`src/rtl/regfile_pkg.sv`:
```
`default_nettype none
// ============================================================================
//  Module      : regfile_pkg
//  Description : Shared widths, sizes and word/index types for the CPU
//                general-purpose register file.
//  Revision    : 1.0 - initial release
// ============================================================================
package regfile_pkg;

    localparam int          REG_ADDR_W = 5;
    localparam int          REG_DATA_W = 32;
    localparam int          REG_NUM    = 32;
    localparam logic [4:0]  ZERO_REG   = 5'd0;

    typedef logic [REG_ADDR_W-1:0] reg_idx_t;
    typedef logic [REG_DATA_W-1:0] reg_word_t;

endpackage
`default_nettype wire

```
`src/rtl/reg_file_rd_dcd_en.sv`:
```
`default_nettype none
// ============================================================================
//  Module      : dcd_en
//  Description : One-hot write-enable decoder. Index 0 has no storage behind
//                it, so the decoder leaves its output undefined when asked to
//                enable index 0; callers gate the enable before it gets here.
//  Revision    : 1.0 - initial release
// ============================================================================
module dcd_en #(
    parameter int ADDR_W = 5
) (
    input  logic                     i_en,
    input  logic [ADDR_W-1:0]        i_addr,
    output logic [(2**ADDR_W)-1:0]   o_onehot
);

    // Decode the index into a single enable bit; index 0 is not a legal target.
    always_comb begin
        o_onehot = '0;
        if (i_en) begin
            if (i_addr == '0) begin
                o_onehot = 'x;
            end else begin
                o_onehot[i_addr] = 1'b1;
            end
        end
    end

endmodule
`default_nettype wire

```
`src/rtl/reg_file_rd.sv`:
```
`default_nettype none
// ============================================================================
//  Module      : reg_file_rd
//  Description : General-purpose register file with one write port and two
//                registered read ports (1-cycle latency). Register 0 is
//                hard-wired to zero; optional same-edge write forwarding.
//  Revision    : 1.0 - initial release
// ============================================================================
module reg_file_rd
    import regfile_pkg::*;
#(
    parameter int DATA_W = REG_DATA_W,
    parameter int ADDR_W = REG_ADDR_W,
    parameter bit BYPASS = 1'b1
) (
    input  logic              clk,
    input  logic              rst_n,
    input  logic              RegWrite,
    input  logic [ADDR_W-1:0] WriteRegister,
    input  logic [DATA_W-1:0] WriteData,
    input  logic              ReadEn,
    input  logic [ADDR_W-1:0] ReadRegister1,
    input  logic [ADDR_W-1:0] ReadRegister2,
    output logic [DATA_W-1:0] ReadData1,
    output logic [DATA_W-1:0] ReadData2,
    output logic              ReadValid
);

    localparam int          c_NUM_REGS = (ADDR_W == REG_ADDR_W) ? REG_NUM : (2**ADDR_W);
    localparam logic [ADDR_W-1:0] c_ZERO_IDX = ADDR_W'(ZERO_REG);

    logic [DATA_W-1:0]      r_regFile [c_NUM_REGS];
    logic                   w_wrStrobe;
    logic [c_NUM_REGS-1:0]  w_wrOnehot;
    logic [DATA_W-1:0]      w_rdData1;
    logic [DATA_W-1:0]      w_rdData2;

    // Writes to index 0 are dropped here so the decoder never sees them.
    assign w_wrStrobe = RegWrite && (WriteRegister != c_ZERO_IDX);

    dcd_en #(
        .ADDR_W   (ADDR_W)
    ) u_dcd_en (
        .i_en     (w_wrStrobe),
        .i_addr   (WriteRegister),
        .o_onehot (w_wrOnehot)
    );

    // Storage: entry 0 is only ever reset, the rest load on their one-hot strobe.
    always_ff @(posedge clk or negedge rst_n) begin
        if (!rst_n) begin
            for (int i = 0; i < c_NUM_REGS; i++) begin
                r_regFile[i] <= '0;
            end
        end else begin
            for (int i = 1; i < c_NUM_REGS; i++) begin
                if (w_wrOnehot[i]) begin
                    r_regFile[i] <= WriteData;
                end
            end
        end
    end

    // Read selection: stored value, optionally overridden by a same-edge write,
    // and always zero for index 0.
    always_comb begin
        w_rdData1 = r_regFile[ReadRegister1];
        w_rdData2 = r_regFile[ReadRegister2];
        if (BYPASS && w_wrStrobe && (WriteRegister == ReadRegister1)) begin
            w_rdData1 = WriteData;
        end
        if (BYPASS && w_wrStrobe && (WriteRegister == ReadRegister2)) begin
            w_rdData2 = WriteData;
        end
        if (ReadRegister1 == c_ZERO_IDX) begin
            w_rdData1 = '0;
        end
        if (ReadRegister2 == c_ZERO_IDX) begin
            w_rdData2 = '0;
        end
    end

    // Output stage: capture on ReadEn, hold data otherwise, valid follows ReadEn.
    always_ff @(posedge clk or negedge rst_n) begin
        if (!rst_n) begin
            ReadData1 <= '0;
            ReadData2 <= '0;
            ReadValid <= 1'b0;
        end else begin
            ReadValid <= ReadEn;
            if (ReadEn) begin
                ReadData1 <= w_rdData1;
                ReadData2 <= w_rdData2;
            end
        end
    end

endmodule
`default_nettype wire
```
`config.mk`:
```
export PLATFORM = sky130hd
export DESIGN_NAME = reg_file_rd
export DESIGN_NICKNAME = d
export VERILOG_FILES = /design/src/rtl/regfile_pkg.sv /design/src/rtl/reg_file_rd_dcd_en.sv /design/src/rtl/reg_file_rd.sv
export SDC_FILE = /design/constraint.sdc
export NUM_CORES = 2
export LEC_CHECK = 0
export BUFFER_PORTS_ARGS = -buffer_cell sky130_fd_sc_hd__buf_4
export CAP_MARGIN = 20
export CORE_MARGIN = 8
export CORE_UTILIZATION = 50
export CTS_CLUSTER_SIZE = 12
export DETAILED_ROUTE_END_ITERATION = 12
export PLACE_DENSITY = 0.75
export SLEW_MARGIN = 25
export SYNTH_ARGS = -nofsm -noshare
export SYNTH_HDL_FRONTEND = slang
export SYNTH_SLANG_ARGS = --single-unit
```
`constraint.sdc`:
```
create_clock -name clk -period 1.5 [get_ports clk]
set_clock_uncertainty 0.05 [all_clocks]
set_input_delay 0.225 -clock clk [delete_from_list [all_inputs] [get_ports clk]]
set_output_delay 0.225 -clock clk [all_outputs]
set_load 0.05 [all_outputs]
```
# Word-level counts from Yosys, hierarchy flattened
# Index checks and enable logic that the tools add are counted.
dict set report op_classes {
  addsub 0
  mul 0
  n_div 0
  magnitude_cmp 4
  n_eq_ne 2
  shifts 0
  n_mux 14
  bitwise_logic 2
  n_reduce_logical 8
}
# cell count
set ops {}
lappend ops {{binary-select mux 32 bit (select 5 bit)} 2}
lappend ops {{2-to-1 mux 32 bit} 10}
lappend ops {{zero test 5 bit} 3}
lappend ops {{>= comparator 6 bit (second input constant)} 2}
lappend ops {{inverter 5 -> 6 bit} 2}
lappend ops {{equality test 5 bit} 2}
lappend ops {{less-than comparator 5 x 6 -> 1 bit (second input constant)} 1}
lappend ops {{demux 1 bit (select 5 bit)} 1}
lappend ops {{>= comparator 5 x 1 -> 1 bit (second input constant)} 1}
lappend ops {{nonzero test 5 bit} 1}
lappend ops {{logical AND 1 bit} 4}
lappend ops {{2-to-1 mux 1 bit} 1}
dict set report totals {
  reg_bits 1057
  latchBits 0
  mem_bits_rw 0
  rom_bits 0
  in_bits 51
  output_inout_bits 65
  word_cells 64
  n_memories 0
}

# Logic depth before layout (Yosys ltp)
dict set report logic_depth {
  depth_word 6
  depth_mapped 9
  depth_no_buf 5
}

# Modules after synthesis
# From an unflattened synthesis, not the netlist that was laid out.
dict set report hier_totals {
  hier_cells 3879
  hier_area_um2 56153.9
}
# mod n_inst cells_per_inst area_each_um2
set modules_own_cells {}
lappend modules_own_cells {reg_file_rd 1 3832 55923.6}
lappend modules_own_cells {dcd_en 1 47 230.2}

# Least setup slack after synthesis
# OpenSTA, ideal clock, no wires.
dict set report synth_path {
  path_kind {input to register}
  start {input port ReadRegister2[0]}
  end {register ReadData2[10]}
  setup_time_ps 138
  arrival_ps 1658
  required_time_ps 1312
  path_slack_ps -346
  stages 7
  n_path_buf 3
  cell_sequence {buf_6 > buf_6 > buf_2 > mux4_2 > a22o_1 > a21oi_1 > a32oi_1}
}
dict set report synth_between {
  elab_chain_cells 6
  word_cells_on_any_way 9
  cone_classes {eq/ne: 1; mux: 5; bitwise: 1; reduce/logical: 2}
}
# element line
set synth_lines {}
lappend synth_lines {{start: declaration} reg_file_rd.sv:23} ;# input logic [ADDR_W-1:0] ReadRegister2,
lappend synth_lines {{inverter 5 -> 6 bit (not written as such)} reg_file_rd.sv:68} ;# w_rdData2 = r_regFile[ReadRegister2];
lappend synth_lines {{binary-select mux 32 bit (select 5 bit)} reg_file_rd.sv:68}
lappend synth_lines {{2-to-1 mux 32 bit (not written as such) (2 in a row)} reg_file_rd.sv:68}
lappend synth_lines {{2-to-1 mux 32 bit} reg_file_rd.sv:72} ;# if (BYPASS && w_wrStrobe && (WriteRegister == ReadRegister2)) begin
lappend synth_lines {{2-to-1 mux 32 bit (*)} reg_file_rd.sv:78} ;# if (ReadRegister2 == c_ZERO_IDX) begin
lappend synth_lines {{end signal: assignment} reg_file_rd.sv:93} ;# ReadData2 <= w_rdData2;
lappend synth_lines {{end: declaration} reg_file_rd.sv:25} ;# output logic [DATA_W-1:0] ReadData2,
# Every way passes the cells marked *; elsewhere a longest branch is shown, timed or not. The select of a mux whose other input is x is not followed.
# A chain may end at the register's enable or synchronous reset.

# Worst setup path in the final report
dict set report layout_path {
  start {register r_regFile[318] (netlist name)}
  end {register ReadData2[30]}
}
dict set report layout_between {
  elab_chain_cells 5
}
# element line
set layout_lines {}
lappend layout_lines {{start: declaration} reg_file_rd.sv:32} ;# logic [DATA_W-1:0] r_regFile [c_NUM_REGS];
lappend layout_lines {{start signal: indexed assignment} reg_file_rd.sv:58} ;# r_regFile[i] <= WriteData;
lappend layout_lines {{binary-select mux 32 bit (select 5 bit)} reg_file_rd.sv:68}
lappend layout_lines {{2-to-1 mux 32 bit (not written as such) (2 in a row)} reg_file_rd.sv:68}
lappend layout_lines {{2-to-1 mux 32 bit} reg_file_rd.sv:72}
lappend layout_lines {{2-to-1 mux 32 bit} reg_file_rd.sv:78}
# Every way passes these cells. The select of a mux whose other input is x is not followed.

==> results <==
- The remaining antenna violation count is 0.
- The clock sink total is 1057.
- The congestion estimate from routability-driven global placement came to a little over 0.9.
- In this run the worst hold path is classified as primary input to register.
- The category of the most critical setup path is register to register.
- The checks that failed: setup timing.
- Summed over all nets, the switching power comes to 0.0263 W.
- Global routing used 30.9% of the available tracks across all layers.
- The required arrival time at the worst endpoint is 2.02 ns.
- The internal portion of total power is 0.0642 W.
- Setup repair after global routing could not meet its margin everywhere.
- The clock network fraction of design power is 32.0%.
- The power density over the cells is roughly 1300 nW/um^2.
- The worst hold path was traced through 4 stages.
- Subtracting the final worst setup slack from the clock period gives 1.74 ns.
- After layout, the worst path uses 116% of the clock period.
- Counting along the longest clock path gives a buffer depth of 3.
- The area added between synthesis and finish is 27.2%.
- The first global-routing pass estimated 294000 um of wire.
- The number of cells produced by synthesis is 4228.
- The length in cells of the worst reg-to-reg path is 5.
- The share of synthesized registers carrying an async set or reset is 100%.
- The TritonCTS buffer count is 112.
- The via count of the first global-routing pass is 44689.
- Global routing finished with a remaining overflow of 0.
- In this run the static leakage power is approximately 32 nW.
- The logic gate share of total power is 25.3%.
- The timing-limited maximum frequency is around 0.58 GHz.
- In this run the tightest slew margin relative to its limit is 39.4%.
- At the worst endpoint, the arrival time is 2.26 ns.
- The synthesized net count is 4279.
- TritonCTS built the clock tree.
- The number of enable flip-flop cells after synthesis is 0.
- In the routed layout, each cell is associated on average with a via count of 6.80.
- The H-tree was split into 3 levels.
- The worst setup slack after placement is -0.776 ns.
- The chip width is 353 um.
- Synthesis inferred 1057 register bits.
- The starting DRC count in detailed routing is ~5200.
- The endpoint type of the worst setup path is a register.
- The part of the Yosys area used for sequential elements is 46.5%.
- For this design the top-level I/O count stands at roughly 120.
- The number of antenna violations at the first check in global routing is 3.
- Cells with a size suffix above 1 make up between 50 and 60% of the layout.
- The post-synthesis area per instance is between 10 and 15 sq um.
- The run finished, with violations left.
- The number of DRC violations after detailed routing is 0.
- At the end of the flow the core is filled with cells to 64.2%.
- Yosys printed 32 warnings.
- Summed over all nets, the half-perimeter wirelength after detailed placement is 131000 um.
- The floorplan step set the die height to 353 um.
- In the post-route analysis, the smallest setup slack over all paths is -0.236 ns.
- The wire length per cell after detailed routing is 31.3 um.
- The total wire length after detailed routing is 200000 um.
- The cell taking the most area after synthesis is sky130_fd_sc_hd__dfrtp_1.
- The synthesized netlist contains 52 unique library cells.
- The sum of internal, switching and leakage power is 0.0904 W.
- Once placement completed, the tool counted placed cells totaling 6065.
- The cell area that synthesis handed to floorplanning was 56900 sq um.
- Clock-pin slew was measured on the worst setup and hold paths at 0.06 ns.
- The final layout contains 4849 nets.
- For the pin with the worst max-slew slack, the measured transition is 0.907 ns.
- The area of the die is 125000 sq um.
- The core box area is between 100000 and 150000 sq um.
- The share of total power consumed by net switching is 29.0%.
- The highest net fanout along the worst path is 3.
- The final non-filler cell total is 6385.
- Entering global routing, the biggest net connects between 70 and 80 pins.
- The via total after detailed routing is 43417.
- After synthesis, the largest area contributor takes up 46.5% of total cell area.
- Input and output buffers added on the ports amount to about 120.
- The master cell of the clock root buffer is sky130_fd_sc_hd__clkbuf_16.
- Ranked by total cell area, the synthesized netlist is headed by sky130_fd_sc_hd__dfrtp_1, sky130_fd_sc_hd__mux2_2, sky130_fd_sc_hd__mux4_2.
- The worst vdd rail ir drop is 0.953 mV.
- The number of failing setup endpoints in the final timing report is 122.
- In this run the core area contains 123 standard-cell rows.
- The detailed-routing iteration count for the pre-antenna-repair pass is 6.
- The worst setup path is launched from a register.
- The most instantiated flip-flop cell in the synthesis netlist is sky130_fd_sc_hd__dfrtp_1.
- Max-cap violations in this run came to 0.
- Once the floorplan was initialized, standard cells occupied 50.5% of the core.
- The final max-slew violation count came to 0.
- In this run, flip-flops and latches consume 42.7% of the power.
- The clock insertion delay at the later pin of the skew report is 0.72 ns.
- The number of endpoints with negative hold slack in the final report is 0.
## path summary, 6_finish.rpt
| check | startpoint | to | slack, ns |
|---|---|---|---|
| setup / recovery | r_regFile[318] | ReadData2[30] | -0.24 |
| hold / removal | ReadRegister2[4] | ReadData2[9] | 0.04 |
| setup reg to reg | r_regFile[318] | ReadData2[30] | -0.24 |
| hold reg to reg | r_regFile[267] | r_regFile[267] | 0.46 |
| max in group asynchronous | rst_n | ReadData2[4] | 0.63 |
| min in group asynchronous | rst_n | r_regFile[343] | 0.11 |
## timing repair
action / 4_1_cts / 5_1_grt
pin swaps: 100 / 96
hold buffers: 33 / 0
endpoints found under the hold margin: 1576 / 0
setup buffers: 77 / 26
setup endpoints to repair: 127 / 129
resized for setup: 261 / 126
## Yosys cell counts, drive strengths merged, types with 6 or more instances
cell and instances:
a211oi 77, a21oi 86, a221oi 50, a22o 26
a22oi 107, a32oi 57, and2 6, buf 268
clkbuf 180, dfrtp 1057, inv 10, mux2 1126
mux2i 253, mux4 275, nand2 179, nand2b 7
nand3 41, nand4 7, nor2 90, nor2b 55
o2111ai 6, o211a 7, o21ai 58, o221ai 10
o22ai 88, o311ai 57, xor2 7
## registers in the layout, summed over array words and instances, names as in the netlist
register and count:
ReadData1 32, ReadData2 32, ReadValid 1, r_regFile 992
## power by group through the flow
stage	registers, W	clock network [W]	logic, W
5_1_grt	0.0391	0.0302	0.0241
2_1_floorplan	0.0380	0	0.0133
4_1_cts	0.0383	0.0291	0.0220
3_3_place_gp	0.0382	0	0.0198
6_report	0.0386	0.0289	0.0229
3_5_place_dp	0.0387	0	0.0205
## layout make-up
| cell class | instances | area (sq um) |
|---|---|---|
| Clock inverter | 33 | 532 |
| Timing Repair Buffer | 904 | 9370 |
| Fill cell | 7788 | 40300 |
| Multi-Input combinational cell | 2713 | 30700 |
| Antenna cell | 3 | 7.51 |
| Inverter | 10 | 40.0 |
| Sequential cell | 1057 | 26500 |
| Clock buffer | 165 | 3250 |
| Tap cell | 1500 | 1880 |
## worst max-delay path, stage by stage, from the launching register on
cell,delay [ns]
sky130_fd_sc_hd__dfrtp_1,0.41
sky130_fd_sc_hd__mux4_2,0.49
sky130_fd_sc_hd__mux2i_2,0.22
sky130_fd_sc_hd__nand2_1,0.13
sky130_fd_sc_hd__o311ai_4,0.13
sky130_fd_sc_hd__a32oi_1,0.17
## cell usage in the layout (no fill, tap or decap), drive strengths merged, types with 6 or more instances in the layout
master       instances
mux2i              253
o2111ai              6
o22ai               88
dlygate4sd3         33
o211a                7
a32oi               57
nor2                90
a21oi               86
and2                 6
buf                871
nand3               41
a22oi              107
dfrtp             1057
clkinv              16
nor2b               55
a211oi              77
o221ai              10
mux4               275
nand2              179
mux2              1126
o21ai               58
a221oi              50
nand4                7
bufinv              12
a22o                26
inv                 15
clkbuf             165
o311ai              57
xor2                 7
nand2b               7
## stage by stage
stage,setup TNS (ns),hold WS (ns),cell area (sq um)
after floorplan,-56.32,-0.121,58700
after global placement,-306.37,0.245,65700
after detailed placement,-322.56,0.245,65700
after CTS,-11.78,0.00196,71500
after global routing,-14.61,0.0278,72300
final,-11.17,0.0380,72300
## metal layers
| layer | wire length (um) | up-vias | global-route usage (%) |
|---|---|---|---|
| li1 | - | 17337 | - |
| met1 | 75900 | 22472 | 40.4 |
| met2 | 89100 | 2805 | 46.5 |
| met3 | 21100 | 803 | 7.80 |
| met4 | 13600 | 0 | 18.3 |
| met5 | 0 | - | 0 |
## kinds of logic (layout without fill, tap and decap cells)
| kind of cell | Yosys count | in the layout | synth area share, % |
|---|---|---|---|
| flops | 1057 | 1057 | 46.5 |
| compound gates | 636 | 636 | 8.09 |
| other cells | 0 | 3 | 0 |
| simple gates | 413 | 413 | 3.38 |
| xor+xnor | 10 | 10 | 0.154 |
| mux | 1654 | 1654 | 37.6 |
| buf+inv | 458 | 1112 | 4.20 |
No activity file was read; power rests on OpenSTA's default activity.
